`config.mk`:
```
export PLATFORM = sky130hd
export DESIGN_NAME = debounce_bank
export DESIGN_NICKNAME = d
export VERILOG_FILES = /design/src/rtl/debounce_pkg.sv /design/src/rtl/debounce_channel.sv /design/src/rtl/debounce_bank.sv
export SDC_FILE = /design/constraint.sdc
export NUM_CORES = 1
export LEC_CHECK = 0
export CELL_PAD_IN_SITES_DETAIL_PLACEMENT = 0
export CELL_PAD_IN_SITES_GLOBAL_PLACEMENT = 1
export CORE_UTILIZATION = 30
export CTS_BUF_LIST = sky130_fd_sc_hd__clkbuf_4 sky130_fd_sc_hd__clkbuf_8
export CTS_CLUSTER_DIAMETER = 40
export DETAILED_ROUTE_END_ITERATION = 12
export PLACE_DENSITY = 0.64
export SYNTH_ARGS = -nofsm -noshare
export SYNTH_HDL_FRONTEND = slang
export SYNTH_SLANG_ARGS = --single-unit
```
`constraint.sdc`:
```
create_clock -name i_clk -period 2.65 [get_ports i_clk]
set_input_delay 0.53 -clock i_clk [delete_from_list [all_inputs] [get_ports i_clk]]
set_output_delay 0.53 -clock i_clk [all_outputs]
set_load 0.02 [all_outputs]
```
`src/rtl/debounce_pkg.sv`:
```
// debounce_pkg: shared FSM state encoding and sizing helper for the debounce bank
package debounce_pkg;
  typedef enum logic [1:0] {
    IDLE      = 2'd0,
    RISE_WAIT = 2'd1,
    HELD      = 2'd2,
    FALL_WAIT = 2'd3
  } state_t;
  function automatic int max3(input int a, input int b, input int c);
    return (a > b) ? ((a > c) ? a : c) : ((b > c) ? b : c);
  endfunction
endpackage

```
`src/rtl/debounce_channel.sv`:
```
// debounce_channel: synchroniser, stable-interval filter and auto-repeat for one input
module debounce_channel
  import debounce_pkg::*;
#(
  parameter int INTERVAL      = 500000,
  parameter int SYNC_STAGES   = 2,
  parameter int INVERT        = 0,
  parameter int REPEAT_EN     = 0,
  parameter int REPEAT_DELAY  = 25000000,
  parameter int REPEAT_PERIOD = 5000000
) (
  input  logic i_clk,
  input  logic i_rst_n,
  input  logic i_noisy,
  output logic o_debounced,
  output logic o_pressed,
  output logic o_released,
  output logic o_repeat
);
  localparam int CW = $clog2(max3(INTERVAL, REPEAT_DELAY, REPEAT_PERIOD) + 1);
  localparam logic [CW-1:0] LIM_INT = CW'(INTERVAL - 1);
  localparam logic [CW-1:0] LIM_DLY = CW'(REPEAT_DELAY - 1);
  localparam logic [CW-1:0] LIM_PER = CW'(REPEAT_PERIOD - 1);
  logic [SYNC_STAGES-1:0] r_sync;
  logic [CW-1:0] r_cnt;
  state_t r_state, w_next;
  logic r_flag, w_flag, w_clr, w_press, w_rel, w_rep, w_s;
  assign w_s = r_sync[SYNC_STAGES-1] ^ 1'(INVERT);
  // reset loads the inactive raw level so no phantom edge appears on release
  always_ff @(posedge i_clk or negedge i_rst_n)
    if (!i_rst_n) r_sync <= {SYNC_STAGES{1'(INVERT)}};
    else r_sync <= {r_sync[SYNC_STAGES-2:0], i_noisy};
  always_comb begin
    w_next  = r_state;
    w_flag  = r_flag;
    w_clr   = 1'b0;
    w_press = 1'b0;
    w_rel   = 1'b0;
    w_rep   = 1'b0;
    case (r_state)
      IDLE:
        if (w_s) begin
          w_next = RISE_WAIT;
          w_clr  = 1'b1;
        end
      RISE_WAIT:
        if (!w_s) begin
          w_next = IDLE;
          w_clr  = 1'b1;
        end else if (r_cnt == LIM_INT) begin
          w_next  = HELD;
          w_clr   = 1'b1;
          w_flag  = 1'b0;
          w_press = 1'b1;
        end
      HELD:
        if (!w_s) begin
          w_next = FALL_WAIT;
          w_clr  = 1'b1;
        end else if (REPEAT_EN != 0 && r_cnt == (r_flag ? LIM_PER : LIM_DLY)) begin
          w_rep  = 1'b1;
          w_clr  = 1'b1;
          w_flag = 1'b1;
        end
      FALL_WAIT:
        if (w_s) begin
          w_next = HELD;
          w_clr  = 1'b1;
          w_flag = 1'b0;
        end else if (r_cnt == LIM_INT) begin
          w_next = IDLE;
          w_clr  = 1'b1;
          w_flag = 1'b0;
          w_rel  = 1'b1;
        end
      default: begin
        w_next = IDLE;
        w_clr  = 1'b1;
        w_flag = 1'b0;
      end
    endcase
  end
  always_ff @(posedge i_clk or negedge i_rst_n)
    if (!i_rst_n) begin
      r_state     <= IDLE;
      r_cnt       <= '0;
      r_flag      <= 1'b0;
      o_debounced <= 1'b0;
      o_pressed   <= 1'b0;
      o_released  <= 1'b0;
      o_repeat    <= 1'b0;
    end else begin
      r_state     <= w_next;
      r_cnt       <= w_clr ? '0 : r_cnt + 1'b1;
      r_flag      <= w_flag;
      o_debounced <= (w_next == HELD) || (w_next == FALL_WAIT);
      o_pressed   <= w_press;
      o_released  <= w_rel;
      o_repeat    <= w_rep;
    end
endmodule

```
`src/rtl/debounce_bank.sv`:
```
// debounce_bank: CHANNELS independent debounce channels for the joypad button set
module debounce_bank
  import debounce_pkg::*;
#(
  parameter int CHANNELS      = 8,
  parameter int INTERVAL      = 500000,
  parameter int SYNC_STAGES   = 2,
  parameter int INVERT        = 0,
  parameter int REPEAT_EN     = 0,
  parameter int REPEAT_DELAY  = 25000000,
  parameter int REPEAT_PERIOD = 5000000
) (
  input  logic                i_clk,
  input  logic                i_reset_n,
  input  logic [CHANNELS-1:0] i_noisy,
  output logic [CHANNELS-1:0] o_debounced,
  output logic [CHANNELS-1:0] o_pressed,
  output logic [CHANNELS-1:0] o_released,
  output logic [CHANNELS-1:0] o_repeat
);
  for (genvar c = 0; c < CHANNELS; c++) begin : g_ch
    debounce_channel #(
      .INTERVAL     (INTERVAL),
      .SYNC_STAGES  (SYNC_STAGES),
      .INVERT       (INVERT),
      .REPEAT_EN    (REPEAT_EN),
      .REPEAT_DELAY (REPEAT_DELAY),
      .REPEAT_PERIOD(REPEAT_PERIOD)
    ) u_ch (
      .i_clk      (i_clk),
      .i_rst_n    (i_reset_n),
      .i_noisy    (i_noisy[c]),
      .o_debounced(o_debounced[c]),
      .o_pressed  (o_pressed[c]),
      .o_released (o_released[c]),
      .o_repeat   (o_repeat[c])
    );
  end
endmodule

```
Word level (Yosys, flattened, before mapping)
Index checks and enable logic that the tools add are counted.

Register bits: 256. Output and inout bits: 32. Logic and storage cells: 264.

Add/subtract/negate cells: 8. Eq/ne operators: 48. Multiplexer cells: 144. Reduce and logical (&&, ||, !) cells: 16.

Operators with widths (number): $add 25x1->25 const B (8); $eq 25x19->1 const B (8); $mux 25 (8); $mux 2 (48); $mux 1 (72); $eq 2x2->1 const B (32); $pmux 2 s4 (8); $pmux 1 s4 (8); $eq 2x1->1 const B (8); $logic_not 2->1 (8); $logic_or 1x1->1 (8).

Longest topological paths before layout
Gate-level depths: netlist of run 1.

Depth in word-level cells: 6. Depth in mapped cells: 7.

Hierarchy
Synthesis of run 1 repeated with hierarchy kept, for this count alone.

Cell total of the unflattened synthesis: 1196. Area total of the unflattened synthesis: 12239.2 sq um.

Modules (own cells, without submodules): debounce_channel (g_ch[0].u_ch ...) (times used 7, cells an instance 148, area an instance 1519.0 sq um); debounce_channel (g_ch[7].u_ch) (times used 1, cells an instance 160, area an instance 1606.5 sq um).

Worst setup path after synthesis of run 1
Ideal clock, no wire load.

Path kind: register to register. Start point: register g_ch[5].u_ch.r_cnt[0]. End point: register g_ch[5].u_ch.r_cnt[18]. Library setup time: 95 ps. Arrival time: 1984 ps. Required time: 2555 ps. Setup slack: 570 ps. Stages on the path, launching flop included: 7. Buffers on the path: 1. Clock period less this slack: 2080 ps. Cell sequence: dfrtp_1 ha_1 nand4_1 or4_1 buf_2 or4b_1 o31ai_1.

Word-level cells in the longest chain between the ends: 5. Elaborated cells between the ends (all ways): 7.

RTL lines: start, declared (RTL line debounce_channel.sv:25) `logic [CW-1:0] r_cnt;`; start signal, assigned (RTL line debounce_channel.sv:94) `r_cnt <= w_clr ? '0 : r_cnt + 1'b1;`; parallel branches: the longest is 4 deep, another holds $add 25x1->25; $mux 25 (*) (RTL line debounce_channel.sv:94).

Mark *: on every way between the ends.

Worst setup path after layout of run 1
Start point: register g_ch[4].u_ch.r_cnt[0]. End point: register g_ch[4].u_ch.r_state[1].

Word-level cells in the longest chain between the ends: 4. Elaborated cells between the ends (all ways): 6.

RTL lines: start, declared (RTL line debounce_channel.sv:25); start signal, assigned (RTL line debounce_channel.sv:94); $eq 25x19->1 (*) (RTL line debounce_channel.sv:50, debounce_channel.sv:70); $mux 2 (on tied branches) (RTL line debounce_channel.sv:70, debounce_channel.sv:50); $mux 2 (on tied branches) (RTL line debounce_channel.sv:66, debounce_channel.sv:47); $pmux 2 s4 (*) (RTL line debounce_channel.sv:40) `case (r_state)`; net g_ch[4].u_ch.w_next[1] (RTL line debounce_channel.sv:26) `state_t r_state, w_next;`; end signal, assigned (RTL line debounce_channel.sv:93) `r_state <= w_next;`; end, declared (RTL line debounce_channel.sv:26).

Mark *: on every way through the listed nets, which the timed path passes. The rest lies on a longest branch.

==> results.yml, run 1 <==
outcome:
  status: "complete, but fails checks"
  violations: "design-rule violations"
detailed_routing:
  antenna_left: 0
  wire_per_inst_um: 13.9
  firstDrtPassIters: 9
  drc: 5
  routed_via_density: 5.01
  wl_um: 25800
  drt_iter0_markers: 472
  vias: 9315
sta:
  fin_crit_ns: 2.25
  tightest_slew_ns: 0.593
  setup_viol: 0
  worst_clock_skew_ns: 0.0211
  maxSlewViolCount: 0
  slew_headroom: 0.601
  timing.final.ws_setup_ns: 0.398
  final_hold_viol_count: 0
  max_freq_mhz: 444
  finalCritPeriodShare: 0.850
  setup_tns_ns: 0
  rsz0062_at_grt: "false"
floorplan:
  dieArea_sq_um: 42600
  fp.dieH_um: 206
  core-area_sq_um: 41000
  ioPinCount: 42
  die_w_um: 206
  initial_core_util: 0.306
  std_cell_rows: 74
logic_synthesis:
  synthFlopType: "dfrtp_1"
  synth-edff-count: 0
  synth_area_sq_um: 12500
  synthCells: 1247
  yosysUniqueCellTypes: 52
  ys_ff_latch: 256
  async_reset_ff_frac: 1.00
  avgSynthCellArea_sq_um: 10.1
  ys_seq_area_frac: 0.511
  ys_warn_count: 0
setup_path:
  cp.arrival_ns: 2.75
  cp_top_family: "simple AND/OR/NAND/NOR gates"
  cp_max_fo: 5
  slowest_delay_ns: 0.70
  path_buf_inv: 0
  startpoint: "g_ch[4].u_ch.r_cnt[0]"
  slowest_stage: "or4_1"
  required_ns: 3.14
  end_kind: "flip-flop"
  crit_type: "reg -> reg"
  crit_chain: "ha_1 > and4_1 > nand4_1 > or4_1 > mux2_1"
  r2r-start: "g_ch[4].u_ch.r_cnt[0]"
  cp-start-kind: "flip-flop"
min_path:
  hp-start: "i_noisy[7]"
  hp-class: "in -> reg"
finish:
  diodes: 0
  syn_to_final_growth_pct: 16.6
  drive_gt1_frac: 0.116
  finalNetCount: 1307
  fillers: 4108
pwr:
  p_per_area_nw_per_um2: 618
  p_leak_nw: 5.75
  irDropWorstVdd_v: 0.000287
clock_tree:
  postCtsHoldBufs: 1
  htreeDepth: 2
  cts_buffers: 52
  clock-sinks: 256
  clk_latency_ns: 0.63
  clk_pin_slew_ns: 0.06
  post_cts_buffers: 0
  ctsResizeCount: 0
  clockBufferDepth: 3
  cts_tree: "built"
  root_buffer: "clkbuf_8"
place:
  finalWeightedCongestion: 0.766
  hpwl_um: 16700
  pre_cts_slack_ns: 0.409
  portBuffers: 33
flow_run:
  cap_violations: 0
grt:
  grt_max_degree: 60
  grt_overflow: 0
  antenna_found_initial: 0
  grt_pass1_wl_um: 44900
  track_usage: 0.127
  grt_pass1_vias: 9110
## logic make-up after synthesis
| logic type | synth area share |
|---|---|
| other | 0.000299 |
| flip-flops | 0.511 |
| buffers and inverters | 0.0432 |
| AND/OR/NAND/NOR | 0.257 |
| AO/OA/AOI/OAI | 0.0825 |
| XOR/XNOR | 0.0838 |
| adder cells (fa/ha/maj) | 0.00798 |
| multiplexers | 0.0144 |
## final timing paths
check                                           to  slack, ns  cells after the start
hold / removal              g_ch[7].u_ch.r_sync[0]       0.34                      1
hold reg to reg             g_ch[2].u_ch.r_sync[1]       0.35                      0
setup reg to reg           g_ch[4].u_ch.r_state[1]       0.40                      5
setup / recovery           g_ch[4].u_ch.r_state[1]       0.40                      5
min in group asynchronous   g_ch[6].u_ch.r_cnt[18]       0.44                      2
max in group asynchronous   g_ch[5].u_ch.r_cnt[14]       1.51                      3
## layout make-up
type	instances	area, sq um	share of cell area
flip-flops and latches	256	6410	0.438
multi-input cells	888	5680	0.388
clock buffers	71	915	0.0626
well taps	532	666	0.0455
repair buffers	62	593	0.0406
clock inverters	21	256	0.0175
inverters	29	109	0.00745
## sequential cells by signal, indices dropped and copies added (netlist names)
register and count:
g_ch.u_ch.o_pressed 8, g_ch.u_ch.r_cnt 200, g_ch.u_ch.r_state 16, g_ch.u_ch.o_released 8, g_ch.u_ch.o_debounced 8, g_ch.u_ch.r_sync 16
## layer usage
| metal | part of all wire | GRT usage | vias up |
|---|---|---|---|
| met5 | 0 | 0 | - |
| met2 | 0.45 | 0.196 | 115 |
| met3 | 0.043 | 0.0334 | 59 |
| met4 | 0.026 | 0.0488 | 0 |
| li1 | - | - | 4614 |
| met1 | 0.48 | 0.169 | 4527 |
## power by group
part           switching (mW)  leakage [nW]  internal [mW]
clock network            1.83         0.602           2.74
logic                   0.263          1.64          0.139
registers              0.0771          3.50           3.99
total                    2.17          5.75           6.87
## synth_stat cells (19+ instances only)
cell / number / share of area
nor3_1: 19 / 0.0076
nand3_1: 67 / 0.027
and4_1: 19 / 0.013
nand2_1: 54 / 0.016
a21oi_1: 77 / 0.031
inv_1: 29 / 0.0087
and3_1: 19 / 0.0095
o21ai_0: 34 / 0.014
buf_4: 33 / 0.020
dfrtp_1: 256 / 0.51
o31ai_1: 43 / 0.026
xor2_1: 49 / 0.034
nor4_1: 36 / 0.018
nand4_1: 62 / 0.031
nor2_1: 133 / 0.040
clkbuf_1: 43 / 0.013
xnor2_1: 71 / 0.050
or4_1: 54 / 0.032
or3_1: 40 / 0.020
## metrics by stage
step           hold WS (ns)  instances  total power [mW]  area, sq um   util
6_report              0.340       1859              9.04        14600  0.356
5_1_grt               0.285       1859              9.47        14600  0.356
4_1_cts               0.271       1859              9.25        14600  0.356
3_5_place_dp          0.335       1766              4.55        13400  0.328
3_3_place_gp          0.334       1766              4.55        13400  0.328
2_1_floorplan         0.234       1254              4.34        12600      -
## cells in the final DEF, fill, tap and decap left out, drive strengths merged, types with 19 or more instances in the layout
| cell type | count |
|---|---|
| nand3 | 70 |
| o21ai | 35 |
| nand2 | 54 |
| or4 | 55 |
| nor4 | 36 |
| and3 | 19 |
| nand4 | 64 |
| or3 | 41 |
| o31ai | 43 |
| clkbuf | 71 |
| and4 | 20 |
| inv | 31 |
| a21oi | 78 |
| xnor2 | 71 |
| nor3 | 19 |
| dfrtp | 256 |
| nor2 | 133 |
| clkdlybuf4s50 | 32 |
| buf | 29 |
| xor2 | 49 |
Power figures use the tool's default switching activity.
==> run 2, diff against run 1 <==
==> constraint.sdc (replaced) <==
create_clock -name i_clk -period 2.2 [get_ports i_clk]
set_input_delay 0.44 -clock i_clk [delete_from_list [all_inputs] [get_ports i_clk]]
set_output_delay 0.44 -clock i_clk [all_outputs]
set_load 0.02 [all_outputs]
==> results.yml, run 2 (synthesized netlist as in run 1, its figures left out) <==
outcome:
  status: "complete, but fails checks"
  violations: "design-rule violations"
place:
  hpwl_um: 17100
  portBuffers: 33
  finalWeightedCongestion: 0.785
sta:
  worst_clock_skew_ns: 0.0186
  max_freq_mhz: 480
  maxSlewViolCount: 0
  setup_viol: 0
  finalCritPeriodShare: 0.946
  setup_tns_ns: 0
  fin_crit_ns: 2.08
  final_hold_viol_count: 0
  rsz0062_at_grt: "false"
finish:
  largest-register: "g_ch.u_ch.r_cnt"
  syn_to_final_growth_pct: 19.9
  mostFrequentLayoutCells: "dfrtp_1, nor2_1, a21oi_1, xnor2_1, clkbuf_8"
  finalNetCount: 1347
  drive_gt1_frac: 0.147
  fillers: 4121
  reg.largest.list: "g_ch.u_ch.r_cnt (200), g_ch.u_ch.r_state (16), g_ch.u_ch.r_sync (16)"
  final_common_cell: "dfrtp_1"
  diodes: 0
  largest_reg_flops: 200
pwr:
  irDropWorstVdd_v: 0.000336
  p_per_area_nw_per_um2: 748
  finalPower_mw: 11.3
  clkPwrFrac: 0.521
  swShare: 0.230
  p_switching_mw: 2.58
  combPwrFrac: 0.044
  seq_power_share: 0.436
  p_int_mw: 8.67
  p_leak_nw: 5.99
clock_tree:
  clk_pin_slew_ns: 0.06
  clock-sinks: 256
  clockBufferDepth: 3
  cts_tree: "built"
  htreeDepth: 2
  clk_latency_ns: 0.60
  cts_buffers: 53
  post_cts_buffers: 0
  root_buffer: "clkbuf_8"
floorplan:
  fp.dieH_um: 206
  ioPinCount: 42
  initial_core_util: 0.306
  core-area_sq_um: 41000
  die_w_um: 206
  dieArea_sq_um: 42600
  std_cell_rows: 74
grt:
  antenna_found_initial: 0
  grt_max_degree: 67
  grt_pass1_wl_um: 45300
  grt_pass1_vias: 9373
  track_usage: 0.128
  grt_overflow: 0
detailed_routing:
  wl_um: 26100
  drc: 5
  vias: 9432
  wire_per_inst_um: 13.7
  drt_iter0_markers: 569
  antenna_left: 0
  routed_via_density: 4.95
  firstDrtPassIters: 9
setup_path:
  cp_top_family: "simple AND/OR/NAND/NOR gates"
  slowest_delay_ns: 0.65
  end_kind: "flip-flop"
  cp.arrival_ns: 2.56
  crit_chain: "ha_1 > and3_1 > nand4_1 > or4_1 > mux2_1"
  slowest_stage: "or4_1"
  cp-start-kind: "flip-flop"
  required_ns: 2.67
  crit_type: "reg -> reg"
  cp_max_fo: 5
  path_buf_inv: 0
flow_run:
  cap_violations: 0
min_path:
  hp-class: "in -> reg"
==> run 2: repair_timing <==
| item | in CTS | in global routing |
|---|---|---|
| endpoints found under the setup margin | 0 | 6 |
| gates resized for setup | 0 | 3 |
| hold endpoints to repair | 33 | 0 |
| hold buffers | 1 | 0 |
==> run 2: layout make-up <==
class | instances | area (sq um) | area share
repair buffers | 101 | 886 | 0.0589
multi-input cells | 888 | 5690 | 0.378
clock buffers | 79 | 1020 | 0.0682
clock inverters | 19 | 255 | 0.0170
well taps | 532 | 666 | 0.0443
flip-flops and latches | 256 | 6410 | 0.426
inverters | 29 | 109 | 0.00724
==> run 2: metal layers <==
layer  vias to the layer above  track usage  wire, um
li1                       4700            -         -
met2                       117        0.200     11800
met4                         0       0.0431       508
met3                        40       0.0334      1030
met1                      4575        0.172     12700
met5                         -            0         0
==> run 2: metrics by stage <==
| stage | std cells | area (sq um) | hold slack (ns) | setup slack (ns) | utilization |
|---|---|---|---|---|---|
| 2_1_floorplan | 1254 | 12600 | 0.144 | 0.120 | - |
| 3_3_place_gp | 1805 | 13700 | 0.334 | 0.0920 | 0.335 |
| 3_5_place_dp | 1805 | 13700 | 0.337 | 0.0946 | 0.335 |
| 4_1_cts | 1904 | 15000 | 0.219 | 0.0710 | 0.366 |
| 5_1_grt | 1904 | 15000 | 0.223 | 0.00284 | 0.367 |
| 6_report | 1904 | 15000 | 0.282 | 0.118 | 0.367 |
==> run 2: worst reg2reg max path, delay by kind of cell, from the launching register on <==
kind	cells	cell delay [ns]
flip-flops	1	0.39
multiplexers	1	0.35
adder cells (fa/ha/maj)	1	0.21
AND/OR/NAND/NOR	3	1.01
==> run 2: final timing paths <==
check / from / end / slack [ns] / depth (start not counted)
worst max-delay path: g_ch[1].u_ch.r_cnt[0] / g_ch[1].u_ch.o_debounced / 0.12 / 5
worst min register to register: g_ch[0].u_ch.r_sync[0] / g_ch[0].u_ch.r_sync[1] / 0.35 / 0
min in group asynchronous: i_reset_n / g_ch[6].u_ch.r_cnt[19] / 0.33 / 2
max in group asynchronous: i_reset_n / g_ch[5].u_ch.r_sync[0] / 1.18 / 3
worst max register to register: g_ch[1].u_ch.r_cnt[0] / g_ch[1].u_ch.o_debounced / 0.12 / 5
worst min-delay path: i_noisy[0] / g_ch[0].u_ch.r_sync[0] / 0.28 / 1
==> run 2: power by group through the flow <==
stage / logic [mW] / clock network, mW / registers, mW
floorplan: 0.270 / 0 / 4.96
global placement: 0.508 / 0 / 4.98
detailed placement: 0.508 / 0 / 4.98
CTS: 0.512 / 6.10 / 4.90
global route: 0.563 / 6.29 / 4.92
finish: 0.492 / 5.86 / 4.90
==> run 3, diff against run 2 <==
--- a/config.mk
+++ b/config.mk
@@ -11,7 +11,8 @@
 export CTS_BUF_LIST = sky130_fd_sc_hd__clkbuf_4 sky130_fd_sc_hd__clkbuf_8
 export CTS_CLUSTER_DIAMETER = 40
 export DETAILED_ROUTE_END_ITERATION = 12
-export PLACE_DENSITY = 0.64
+export PLACE_DENSITY = 0.59
+export REMOVE_ABC_BUFFERS = 1
 export SYNTH_ARGS = -nofsm -noshare
 export SYNTH_HDL_FRONTEND = slang
 export SYNTH_SLANG_ARGS = --single-unit
==> results.yml, run 3 (synthesized netlist as in run 1, its figures left out) <==
grt:
  track_usage: 0.134
  grt_overflow: 0
  antenna_found_initial: 0
  grt_pass1_wl_um: 46800
  grt_max_degree: 63
  grt_pass1_vias: 9437
sta:
  setup_viol: 0
  final_hold_viol_count: 0
  max_freq_mhz: 487
  tightest_slew_ns: 0.564
  fin_crit_ns: 2.05
  maxSlewViolCount: 0
  finalCritPeriodShare: 0.933
  worst_clock_skew_ns: 0.0214
  rsz0062_at_grt: "false"
  timing.final.ws_setup_ns: 0.147
  slew_headroom: 0.624
setup_path:
  r2r-start: "g_ch[1].u_ch.r_cnt[0]"
  crit_type: "reg -> reg"
  cp-start-kind: "flip-flop"
  r2r_setup_slack_ns: 0.15
  r2r_cells: 5
  cp.arrival_ns: 2.59
  required_ns: 2.74
  startpoint: "g_ch[1].u_ch.r_cnt[0]"
  cp_max_fo: 10
  end_kind: "flip-flop"
  r2r_end: "g_ch[1].u_ch.r_cnt[16]"
pwr:
  p_leak_nw: 6.07
  p_per_area_nw_per_um2: 733
  irDropWorstVdd_v: 0.000377
detailed_routing:
  drt_iter0_markers: 552
  vias: 9581
  drc: 4
  antenna_left: 0
  wl_um: 27200
  firstDrtPassIters: 9
  routed_via_density: 4.99
  wire_per_inst_um: 14.2
min_path:
  min_path_cells: 1
  hp-class: "in -> reg"
  holdPathEnd: "g_ch[3].u_ch.r_sync[0]"
  hp-start: "i_noisy[3]"
place:
  place_inst: 1821
  portBuffers: 33
  pre_cts_slack_ns: 0.0605
  hpwl_um: 18000
  finalWeightedCongestion: 0.778
finish:
  syn_to_final_growth_pct: 21.1
  largest_reg_flops: 200
  stdcell_count: 1919
  drive_gt1_frac: 0.164
  diodes: 0
  mostFrequentLayoutCells: "dfrtp_1, nor2_1, a21oi_1, buf_4, xnor2_1"
  largest-register: "g_ch.u_ch.r_cnt"
  finalNetCount: 1366
  fillers: 4159
  reg.largest.list: "g_ch.u_ch.r_cnt (200), g_ch.u_ch.r_state (16), g_ch.u_ch.r_sync (16)"
  final_common_cell: "dfrtp_1"
clock_tree:
  clk_latency_ns: 0.63
  cts_tree: "built"
  post_cts_buffers: 0
  clock-sinks: 256
  clockBufferDepth: 3
  root_buffer: "clkbuf_8"
  clk_pin_slew_ns: 0.05
  htreeDepth: 2
  cts_buffers: 56
outcome:
  violations: "design-rule violations"
  status: "complete, but fails checks"
flow_run:
  cap_violations: 0
floorplan:
  core-area_sq_um: 41000
  fp.dieH_um: 206
  std_cell_rows: 74
  die_w_um: 206
  initial_core_util: 0.306
  dieArea_sq_um: 42600
  ioPinCount: 42
-- run 3: changes by cell type in the layout (fill, tap and decap cells not counted), sizes merged --
cell,change
buf,+16
clkbuf,-2
clkinvlp,+2
bufinv,-1
clkinv,-1
inv,+1
-- run 3: worst max path at each step --
stage                          endpoint  slack [ns]
6_report         g_ch[1].u_ch.r_cnt[16]        0.15
5_1_grt          g_ch[1].u_ch.r_cnt[20]       0.009
4_1_cts         g_ch[6].u_ch.r_state[1]        0.04
3_5_place_dp   g_ch[6].u_ch.o_debounced        0.06
3_3_place_gp   g_ch[6].u_ch.o_debounced        0.09
2_1_floorplan    g_ch[3].u_ch.r_cnt[10]       -0.38
-- run 3: timing repair --
action	CTS	global route
gates resized for setup	0	13
hold endpoints to repair	53	0
hold buffers	1	0
endpoints found under the setup margin	0	16
-- run 3: through the flow --
stage / TNS (ns) / utilization / hold WS, ns / power [mW] / cell area, sq um
after global placement: 0 / 0.339 / 0.334 / 5.52 / 13900
final: 0 / 0.370 / 0.251 / 11.1 / 15200
after floorplan: -40.85 / - / 0.144 / 5.20 / 12100
after CTS: 0 / 0.369 / 0.190 / 11.4 / 15100
after detailed placement: 0 / 0.339 / 0.335 / 5.52 / 13900
after global routing: 0 / 0.370 / 0.217 / 11.7 / 15200
-- run 3: cell type report --
type / count / area, sq um / share of cell area
multi-input combinational: 888 / 5740 / 0.378
sequential: 256 / 6410 / 0.422
tap: 532 / 666 / 0.0438
inverter: 29 / 109 / 0.00717
timing repair buffer: 117 / 1040 / 0.0687
clock buffer: 77 / 985 / 0.0648
clock inverter: 20 / 244 / 0.0161
-- run 3: routing by layer --
layer	up-vias	share of wire	global-route usage
met5	-	0	0
met4	0	0.024	0.0538
met1	4667	0.48	0.182
li1	4737	-	-
met3	51	0.040	0.0282
met2	126	0.45	0.205
-- run 3: report_power, final --
group          switching [mW]  internal [mW]  total (mW)
Sequential             0.0957           4.81        4.90
Clock                    2.24           3.47        5.72
Combinational           0.322          0.192       0.515
-- run 3: critical path: stages, from the launching register on --
cell	delay, ns
dfrtp_1	0.38
ha_1	0.21
nand3_1	0.14
or4_1	0.71
or3_1	0.37
a21oi_1	0.16
